**src/rtl/ss_seq_ctrl.sv**
```systemverilog
// Save-state sequencer: walks slots 0..REG_LAST then IDX_ADDR, one byte each.
// Define SS_SEQ_CSUM_EN to append/consume an 8-bit two's-complement checksum byte.
module ss_seq_ctrl #(
    parameter int REG_LAST = 17,
    parameter int IDX_ADDR = 127,
    parameter int ACC_CYC  = 4
) (
    input  logic       clk,
    input  logic       rst,
    input  logic       cmd_start,
    input  logic       cmd_load,
    input  logic       cmd_abort,
    output logic       cmd_busy,
    output logic       cmd_done,
    output logic       cmd_err,
    output logic       ss_req,
    input  logic       ss_gnt,
    output logic       ss_act,
    output logic       ss_we,
    output logic [7:0] ss_addr,
    output logic [7:0] ss_wdat,
    input  logic [7:0] ss_rdat,
    output logic [7:0] so_data,
    output logic       so_valid,
    input  logic       so_ready,
    input  logic [7:0] si_data,
    input  logic       si_valid,
    output logic       si_ready
);

    typedef enum logic [3:0] {
        S_IDLE,
        S_REQ,
        S_SETUP,
        S_FETCH,
        S_ACCESS,
        S_EMIT,
        S_CHECK,
        S_NEXT,
        S_CSUM,
        S_DONE
    } state_e;

    localparam logic [7:0] LAST_A  = 8'(REG_LAST);
    localparam logic [7:0] IDX_A   = 8'(IDX_ADDR);
    localparam logic [3:0] CNT_END = 4'(ACC_CYC - 1);
    localparam logic [3:0] WE_END  = 4'(ACC_CYC - 2);

    state_e     state_q, state_d;
    logic       load_q, load_d;
    logic       err_q, err_d;
    logic       have_q, have_d;
    logic [7:0] addr_q, addr_d;
    logic [7:0] wdat_q, wdat_d;
    logic [7:0] rdat_q, rdat_d;
    logic [7:0] sum_q, sum_d;
    logic [3:0] cnt_q, cnt_d;

    logic is_idx;
    logic acc_last;
    logic on_bus;

    assign is_idx   = (addr_q == IDX_A);
    assign acc_last = (cnt_q == CNT_END);
    assign on_bus   = state_q inside {S_SETUP, S_FETCH, S_ACCESS,
                                      S_EMIT, S_CHECK};

    assign cmd_busy = (state_q != S_IDLE) && (state_q != S_DONE);
    assign ss_req   = cmd_busy;
    assign cmd_done = (state_q == S_DONE);
    assign cmd_err  = err_q;
    assign ss_addr  = addr_q;
    assign ss_wdat  = wdat_q;

    always_ff @(posedge clk or posedge rst) begin
        if (rst) begin
            state_q <= S_IDLE;
            load_q  <= 1'b0;
            err_q   <= 1'b0;
            have_q  <= 1'b0;
            addr_q  <= 8'h00;
            wdat_q  <= 8'h00;
            rdat_q  <= 8'h00;
            sum_q   <= 8'h00;
            cnt_q   <= 4'h0;
        end else begin
            state_q <= state_d;
            load_q  <= load_d;
            err_q   <= err_d;
            have_q  <= have_d;
            addr_q  <= addr_d;
            wdat_q  <= wdat_d;
            rdat_q  <= rdat_d;
            sum_q   <= sum_d;
            cnt_q   <= cnt_d;
        end
    end

    // Bus strobes are gated by ss_gnt so a lost grant releases the bus at once.
    always_comb begin
        state_d  = state_q;
        load_d   = load_q;
        err_d    = err_q;
        have_d   = have_q;
        addr_d   = addr_q;
        wdat_d   = wdat_q;
        rdat_d   = rdat_q;
        sum_d    = sum_q;
        cnt_d    = cnt_q;
        ss_act   = 1'b0;
        ss_we    = 1'b0;
        so_data  = 8'h00;
        so_valid = 1'b0;
        si_ready = 1'b0;

        unique case (state_q)
            S_IDLE: begin
                if (cmd_start) begin
                    load_d  = cmd_load;
                    err_d   = 1'b0;
                    have_d  = 1'b0;
                    addr_d  = 8'h00;
                    sum_d   = 8'h00;
                    state_d = S_REQ;
                end
            end
            S_REQ: begin
                if (ss_gnt) begin
                    state_d = S_SETUP;
                end
            end
            S_SETUP: begin
                ss_act = ss_gnt;
                cnt_d  = 4'h0;
                if (load_q && !is_idx && !have_q) begin
                    state_d = S_FETCH;
                end else begin
                    state_d = S_ACCESS;
                end
            end
            S_FETCH: begin
                ss_act   = ss_gnt;
                si_ready = ss_gnt;
                if (si_valid && ss_gnt) begin
                    wdat_d  = si_data;
                    have_d  = 1'b1;
                    sum_d   = sum_q + si_data;
                    state_d = S_ACCESS;
                end
            end
            S_ACCESS: begin
                ss_act = ss_gnt;
                ss_we  = ss_gnt && load_q && !is_idx &&
                         (cnt_q != 4'h0) && (cnt_q <= WE_END);
                if (acc_last) begin
                    rdat_d = ss_rdat;
                    if (!load_q) begin
                        state_d = S_EMIT;
                    end else if (is_idx) begin
                        state_d = S_CHECK;
                    end else begin
                        state_d = S_NEXT;
                    end
                end else begin
                    cnt_d = cnt_q + 4'h1;
                end
            end
            S_EMIT: begin
                ss_act   = ss_gnt;
                so_valid = ss_gnt;
                so_data  = rdat_q;
                if (so_ready && ss_gnt) begin
                    sum_d   = sum_q + rdat_q;
                    state_d = S_NEXT;
                end
            end
            S_CHECK: begin
                ss_act   = ss_gnt;
                si_ready = ss_gnt;
                if (si_valid && ss_gnt) begin
                    if (si_data != rdat_q) begin
                        err_d = 1'b1;
                    end
                    sum_d   = sum_q + si_data;
                    state_d = S_NEXT;
                end
            end
            S_NEXT: begin
                have_d = 1'b0;
                if (is_idx) begin
`ifdef SS_SEQ_CSUM_EN
                    state_d = S_CSUM;
`else
                    state_d = S_DONE;
`endif
                end else begin
                    addr_d  = (addr_q == LAST_A) ? IDX_A
                                                 : addr_q + 8'h01;
                    state_d = S_SETUP;
                end
            end
`ifdef SS_SEQ_CSUM_EN
            S_CSUM: begin
                if (!load_q) begin
                    so_valid = 1'b1;
                    so_data  = 8'h00 - sum_q;
                    if (so_ready) begin
                        state_d = S_DONE;
                    end
                end else begin
                    si_ready = 1'b1;
                    if (si_valid) begin
                        if ((sum_q + si_data) != 8'h00) begin
                            err_d = 1'b1;
                        end
                        state_d = S_DONE;
                    end
                end
            end
`endif
            S_DONE: begin
                state_d = S_IDLE;
            end
            default: begin
                state_d = S_IDLE;
            end
        endcase

        // Current slot restarts from SETUP once the arbiter re-grants.
        if (on_bus && !ss_gnt) begin
            state_d = S_REQ;
        end

        if (cmd_abort && (state_q != S_IDLE) && (state_q != S_DONE)) begin
            err_d   = 1'b1;
            state_d = S_DONE;
        end
    end

endmodule

```
**config.mk**
```make
export PLATFORM = sky130hd
export DESIGN_NAME = ss_seq_ctrl
export DESIGN_NICKNAME = d
export VERILOG_FILES = /design/src/rtl/ss_seq_ctrl.sv
export SDC_FILE = /design/constraint.sdc
export NUM_CORES = 1
export LEC_CHECK = 0
export ABC_AREA = 1
export BUFFER_PORTS_ARGS = -buffer_cell sky130_fd_sc_hd__buf_4
export CORE_MARGIN = 4
export CORE_UTILIZATION = 30
export DETAILED_ROUTE_END_ITERATION = 8
export PLACE_DENSITY = 0.52
export SYNTH_ARGS = -nofsm -noshare
export SYNTH_HDL_FRONTEND = slang
export SYNTH_SLANG_ARGS = --single-unit
```
**constraint.sdc**
```tcl
create_clock -name clk -period 4.5 [get_ports clk]
set_clock_uncertainty 0.15 [all_clocks]
set_input_delay 0.675 -clock clk [delete_from_list [all_inputs] [get_ports clk]]
set_output_delay 0.675 -clock clk [all_outputs]
set_load 0.005 [all_outputs]
```
==> results of run 1 <==
## where the power goes
group	switching (W)	total, W	internal, W
Sequential	0.0000551	0.000437	0.000382
Clock	0.000123	0.000248	0.000125
Combinational	0.000284	0.000489	0.000205
## sequential cells by signal (all words and copies together), names as in the netlist
signal	cells
cnt_q	4
cmd_err	1
rdat_q	8
ss_addr	8
load_q	1
ss_wdat	8
have_q	1
state_q	4
## stage by stage
| stage | setup slack, ps | utilization, % | hold WS, ps | total power [W] |
|---|---|---|---|---|
| final | 1880 | 40.0 | 338 | 0.00117 |
| after global routing | 1740 | 40.0 | 382 | 0.00128 |
| after CTS | 1870 | 40.0 | 350 | 0.00119 |
| after detailed placement | 2200 | 38.6 | 330 | 0.000939 |
| after global placement | 2200 | 38.6 | 317 | 0.000938 |
| after floorplan | 2470 | - | 319 | 0.000750 |
## layer usage
layer	part of all wire, %	global-route usage (%)	vias up
li1	-	-	1062
met4	1.5	4.95	0
met3	6.5	4.31	6
met2	47	23.0	49
met5	0	0	-
met1	45	16.2	932
## worst max-delay path: stages, from the launching register on
cell     delay (ps)
dfrtp_1         450
ha_1            200
nand2_1          70
nor2_1          320
nand2_1         170
nor3b_1         170
buf_4           140
## final cells by class
| cell class | instances | area (um^2) | area share (%) |
|---|---|---|---|
| clock buffer | 6 | 82.6 | 3.00 |
| multi-input combinational | 214 | 1030 | 37.4 |
| timing repair buffer | 56 | 420 | 15.3 |
| sequential | 35 | 876 | 31.8 |
| clock inverter | 2 | 16.3 | 0.591 |
| tap | 96 | 120 | 4.37 |
| inverter | 55 | 206 | 7.51 |
## synthesized netlist by cell type (all sizes together) (2+ instances only)
library cell  number
dfrtp             35
buf                2
xnor2              3
a21oi             11
inv               54
mux2               2
nand3             19
nor2              51
nand4              5
o21ai             22
nand2             90
ha                 5
xor2               2
## cells by family after synthesis
family / count (synthesis) / synth area share [%]
and+or+nand+nor: 166 / 33.3
buffers and inverters: 58 / 10.7
AOI/OAI and AO/OA: 36 / 8.86
DFF: 35 / 41.1
xor gates and xnor gates: 5 / 2.05
adders and majority gates: 5 / 2.93
muxes: 2 / 1.06
## final timing paths
kind	from	end	slack, ps	cells after the start
max in group asynchronous	rst	state_q[3]$_DFFE_PP0P_	3530	3
worst min-delay path	rst	ss_wdat[3]$_DFFE_PP0P_	340	3
worst max-delay path	ss_addr[0]$_DFFE_PP0P_	ss_we	1880	6
worst max register to register	ss_addr[0]$_DFFE_PP0P_	state_q[1]$_DFFE_PP0P_	2570	10
min in group clk	ss_wdat[7]$_DFFE_PP0P_	ss_wdat[7]$_DFFE_PP0P_	340	2
worst min register to register	ss_wdat[7]$_DFFE_PP0P_	ss_wdat[7]$_DFFE_PP0P_	340	2
==> results.toml, run 1 <==
[layout]
area_growth_pct = 28.9
antenna-diode-count = 0
final_cell_mix = "nand2_1, buf_4, inv_1"
layout_commonest_cell = "nand2_1"
drive_gt1_share_pct = 22.6
fin_area_mm2 = 0.00275
n_fill_cell = 746
final_cells = 464
nets = 396

[power]
power_density_mw_per_mm2 = 427
p_leak_nw = 1.54
vdd_drop_max_v = 0.000155

[synth]
syn_inst = 307
yosys_most_used_dff = "dfrtp_1"
yosysTopAreaCell = "dfrtp_1"
synth.ff_latch_count = 35
ys_warn_count = 0
synthTopCellsByArea = "dfrtp_1, nand2_1, inv_1"
synth_top_area_share_pct = 41.1
syn-cell-area_mm2 = 0.00213
synth-edff-count = 0
synthDistinctLibCells = 26
postSynthAreaPerCell_um2 = 6.95
ys_seq_area_share_pct = 41.1
synth_fp_nets = 336
ys_async_sr_fraction_pct = 100

[worst_setup_path]
end_kind = "output pin"
cp.required_ps = 3670
path_max_fanout = 6
crit_type = "reg2out"
worstSetupStartpointType = "flop"
critPathArrivalTime_ps = 1800

[detailed_routing]
first_pass_iters = 4
wl_per_cell_um = 11.5
via_per_inst = 4.42
drtIter0Drc = 74
routed_wl_um = 5330
vias = 2049
drtAntennaViolNets = 0
route.detailed.drc = 0

[timing]
finalSetupTns_ps = 0
hold_viol_final = 0
period_minus_slack_ps = 2620
max_freq_mhz = 381
slew_headroom_pct = 61.8
finalCritPeriodShare_pct = 58.3
slew_violations = 0
tightest_slew_ps = 571
rsz0062_at_grt = "false"
setup_viol = 0

[floorplanning]
die_area_mm2 = 0.00852
coreArea_mm2 = 0.00687
start_util_pct = 31.1
die_w_um = 92.3
die_y_um = 92.3
rows = 30
pin_count = 56

[global_route]
antenna_found_initial = 0
grt_max_degree = 36
grt_overflow = 0
grtUsageTotal_pct = 13.6
grt_pass1_wl_um = 9240
grt_pass1_vias = 2044

[placement]
dp_cells = 456
gp_congestion = 0.875
io_buffers = 55
place_area_mm2 = 0.00265
hpwl_um = 4170

[min_path]
hp-class = "in2async"

[clocking]
cts_buffers = 5
clock_path_buffers = 2
h-tree-depth = 2
tritoncts = "built"
clkSlewWorstSetupHoldPaths_ps = 80
cts-root-buf = "clkbuf_8"
postCtsHoldBufs = 0
cts_num_sinks = 35
post-cts-setup-buffers = 0
ctsResizeCount = 0
worstSkewPairLatency_ps = 290

[flow_run]
max_cap_violations = 0

[status]
outcome = "complete, no violations"
Power figures use the tool's default switching activity.
==> inputs of run 2 (changes only) <==
Clock period 4.5 ns to 2.7 ns, I/O delays scaled along.
==> run 2 against run 1 <==
  * Sequential share of layout area about the same
  * Clock power rose by 59%
  * Clock-buffer cell count is the same
  * Die area is the same
  * Sequential power is 67% higher
  * Largest cell class unchanged
  * Largest power group unchanged
==> results.toml, run 2 (synthesis results as in run 1) <==
[status]
outcome = "complete, no violations"

[clocking]
cts_buffers = 5
cts_num_sinks = 35
clkSlewWorstSetupHoldPaths_ps = 80
post-cts-setup-buffers = 0
worstSkewPairLatency_ps = 290
h-tree-depth = 2
clock_path_buffers = 2
ctsResizeCount = 0
postCtsHoldBufs = 0
tritoncts = "built"
cts-root-buf = "clkbuf_8"

[timing]
rsz0062_at_grt = "false"
slew_headroom_pct = 69.0
period_minus_slack_ps = 2320
tightest_slew_ps = 465
max_freq_mhz = 432
hold_viol_final = 0
slew_violations = 0
finalSetupTns_ps = 0
setup_viol = 0
finalCritPeriodShare_pct = 85.7

[floorplanning]
die_y_um = 92.3
die_w_um = 92.3
rows = 30
coreArea_mm2 = 0.00687
pin_count = 56
die_area_mm2 = 0.00852
start_util_pct = 31.1

[detailed_routing]
vias = 1997
route.detailed.drc = 0
wl_per_cell_um = 11.4
routed_wl_um = 5270
via_per_inst = 4.30
drtAntennaViolNets = 0
drtIter0Drc = 83
first_pass_iters = 4

[layout]
final_cell_mix = "nand2_1, buf_4, inv_1"
antenna-diode-count = 0
area_growth_pct = 28.7
final_cells = 464
drive_gt1_share_pct = 22.6
layout_commonest_cell = "nand2_1"
n_fill_cell = 725
nets = 397

[global_route]
grt_pass1_vias = 1914
grt_pass1_wl_um = 8960
grt_most_used_layer = "met2"
met2_usage_pct = 20.0
met1_usage_pct = 17.2
grt_max_degree = 36
grtUsageTotal_pct = 13.0
grt_overflow = 0
antenna_found_initial = 0
grtUsageMet3_pct = 5.28

[worst_setup_path]
end_kind = "output pin"
crit_top_cell = "nand2_1"
path_max_fanout = 6
cpMaxStageDelayCell = "dfrtp_1"
worstSetupStartpointType = "flop"
crit_chain = "ha_1 -> nand2_1 -> nor2_1 -> nand2_1 -> nor3b_1 -> buf_4"
slowest_delay_ps = 430
critPathArrivalTime_ps = 1760
crit_type = "reg2out"
cp.required_ps = 2140

[min_path]
hp-class = "in2async"

[placement]
gp_congestion = 0.916
io_buffers = 55
dp_cells = 457
hpwl_um = 4110

[flow_run]
max_cap_violations = 0

[power]
power_density_mw_per_mm2 = 704
p_leak_nw = 1.54
vdd_drop_max_v = 0.000272
run 2: changes by cell type in the layout (fill, tap and decap cells not counted), sizes merged:
| cell | delta |
|---|---|
| clkinvlp | -1 |
| buf | +1 |
run 2: worst paths after layout:
path                                        start                      to  slack (ps)  cells after the start
min in group clk                         cmd_load      load_q$_DFFE_PP0P_         180                      3
min reg2reg                ss_wdat[1]$_DFFE_PP0P_  ss_wdat[1]$_DFFE_PP0P_         340                      2
min                                           rst  ss_addr[0]$_DFFE_PP0P_          70                      3
max                        ss_addr[0]$_DFFE_PP0P_                   ss_we         380                      6
max reg2reg                ss_addr[0]$_DFFE_PP0P_  ss_addr[6]$_DFFE_PP0P_         820                      7
max in group asynchronous                     rst  state_q[1]$_DFFE_PP0P_        1990                      3
run 2: final cells by class:
class                      count  area, um^2  area share, %
clock buffer                   6        82.6           3.01
sequential                    35         876           31.9
timing repair buffer          57         428           15.6
tap                           96         120           4.37
clock inverter                 1        5.00          0.182
inverter                      55         206           7.52
multi-input combinational    214        1030           37.4
run 2: power by group:
group          total (W)  switching (W)  leakage [nW]  internal (W)
sequential      0.000729      0.0000915         0.453      0.000637
combinational   0.000810       0.000469          1.04      0.000341
clock           0.000394       0.000194        0.0470      0.000200
run 2: per-layer routing:
metal | up-vias | routed length (um)
li1 | 1069 | -
met1 | 882 | 2510
met2 | 44 | 2390
met3 | 2 | 355
met4 | 0 | 15
met5 | - | 0
run 2: metrics by stage:
step / instance area, um^2 / utilization, % / worst slack, ps / hold slack, ps / total power (W)
3_3_place_gp: 2660 / 38.7 / 716 / 318 / 0.00156
5_1_grt: 2750 / 40.0 / 173 / 121 / 0.00212
4_1_cts: 2750 / 40.0 / 352 / 93.7 / 0.00197
6_report: 2750 / 40.0 / 385 / 72.2 / 0.00193
2_1_floorplan: 2130 / - / 935 / 319 / 0.00125
3_5_place_dp: 2660 / 38.7 / 689 / 325 / 0.00156
run 2: critical path, delay by kind of cell, from the launching register on:
family	cells	cell delay, ps
adder cells (fa/ha/maj)	1	190
buffers and inverters	1	140
flip-flops	1	430
AND/OR/NAND/NOR	4	710
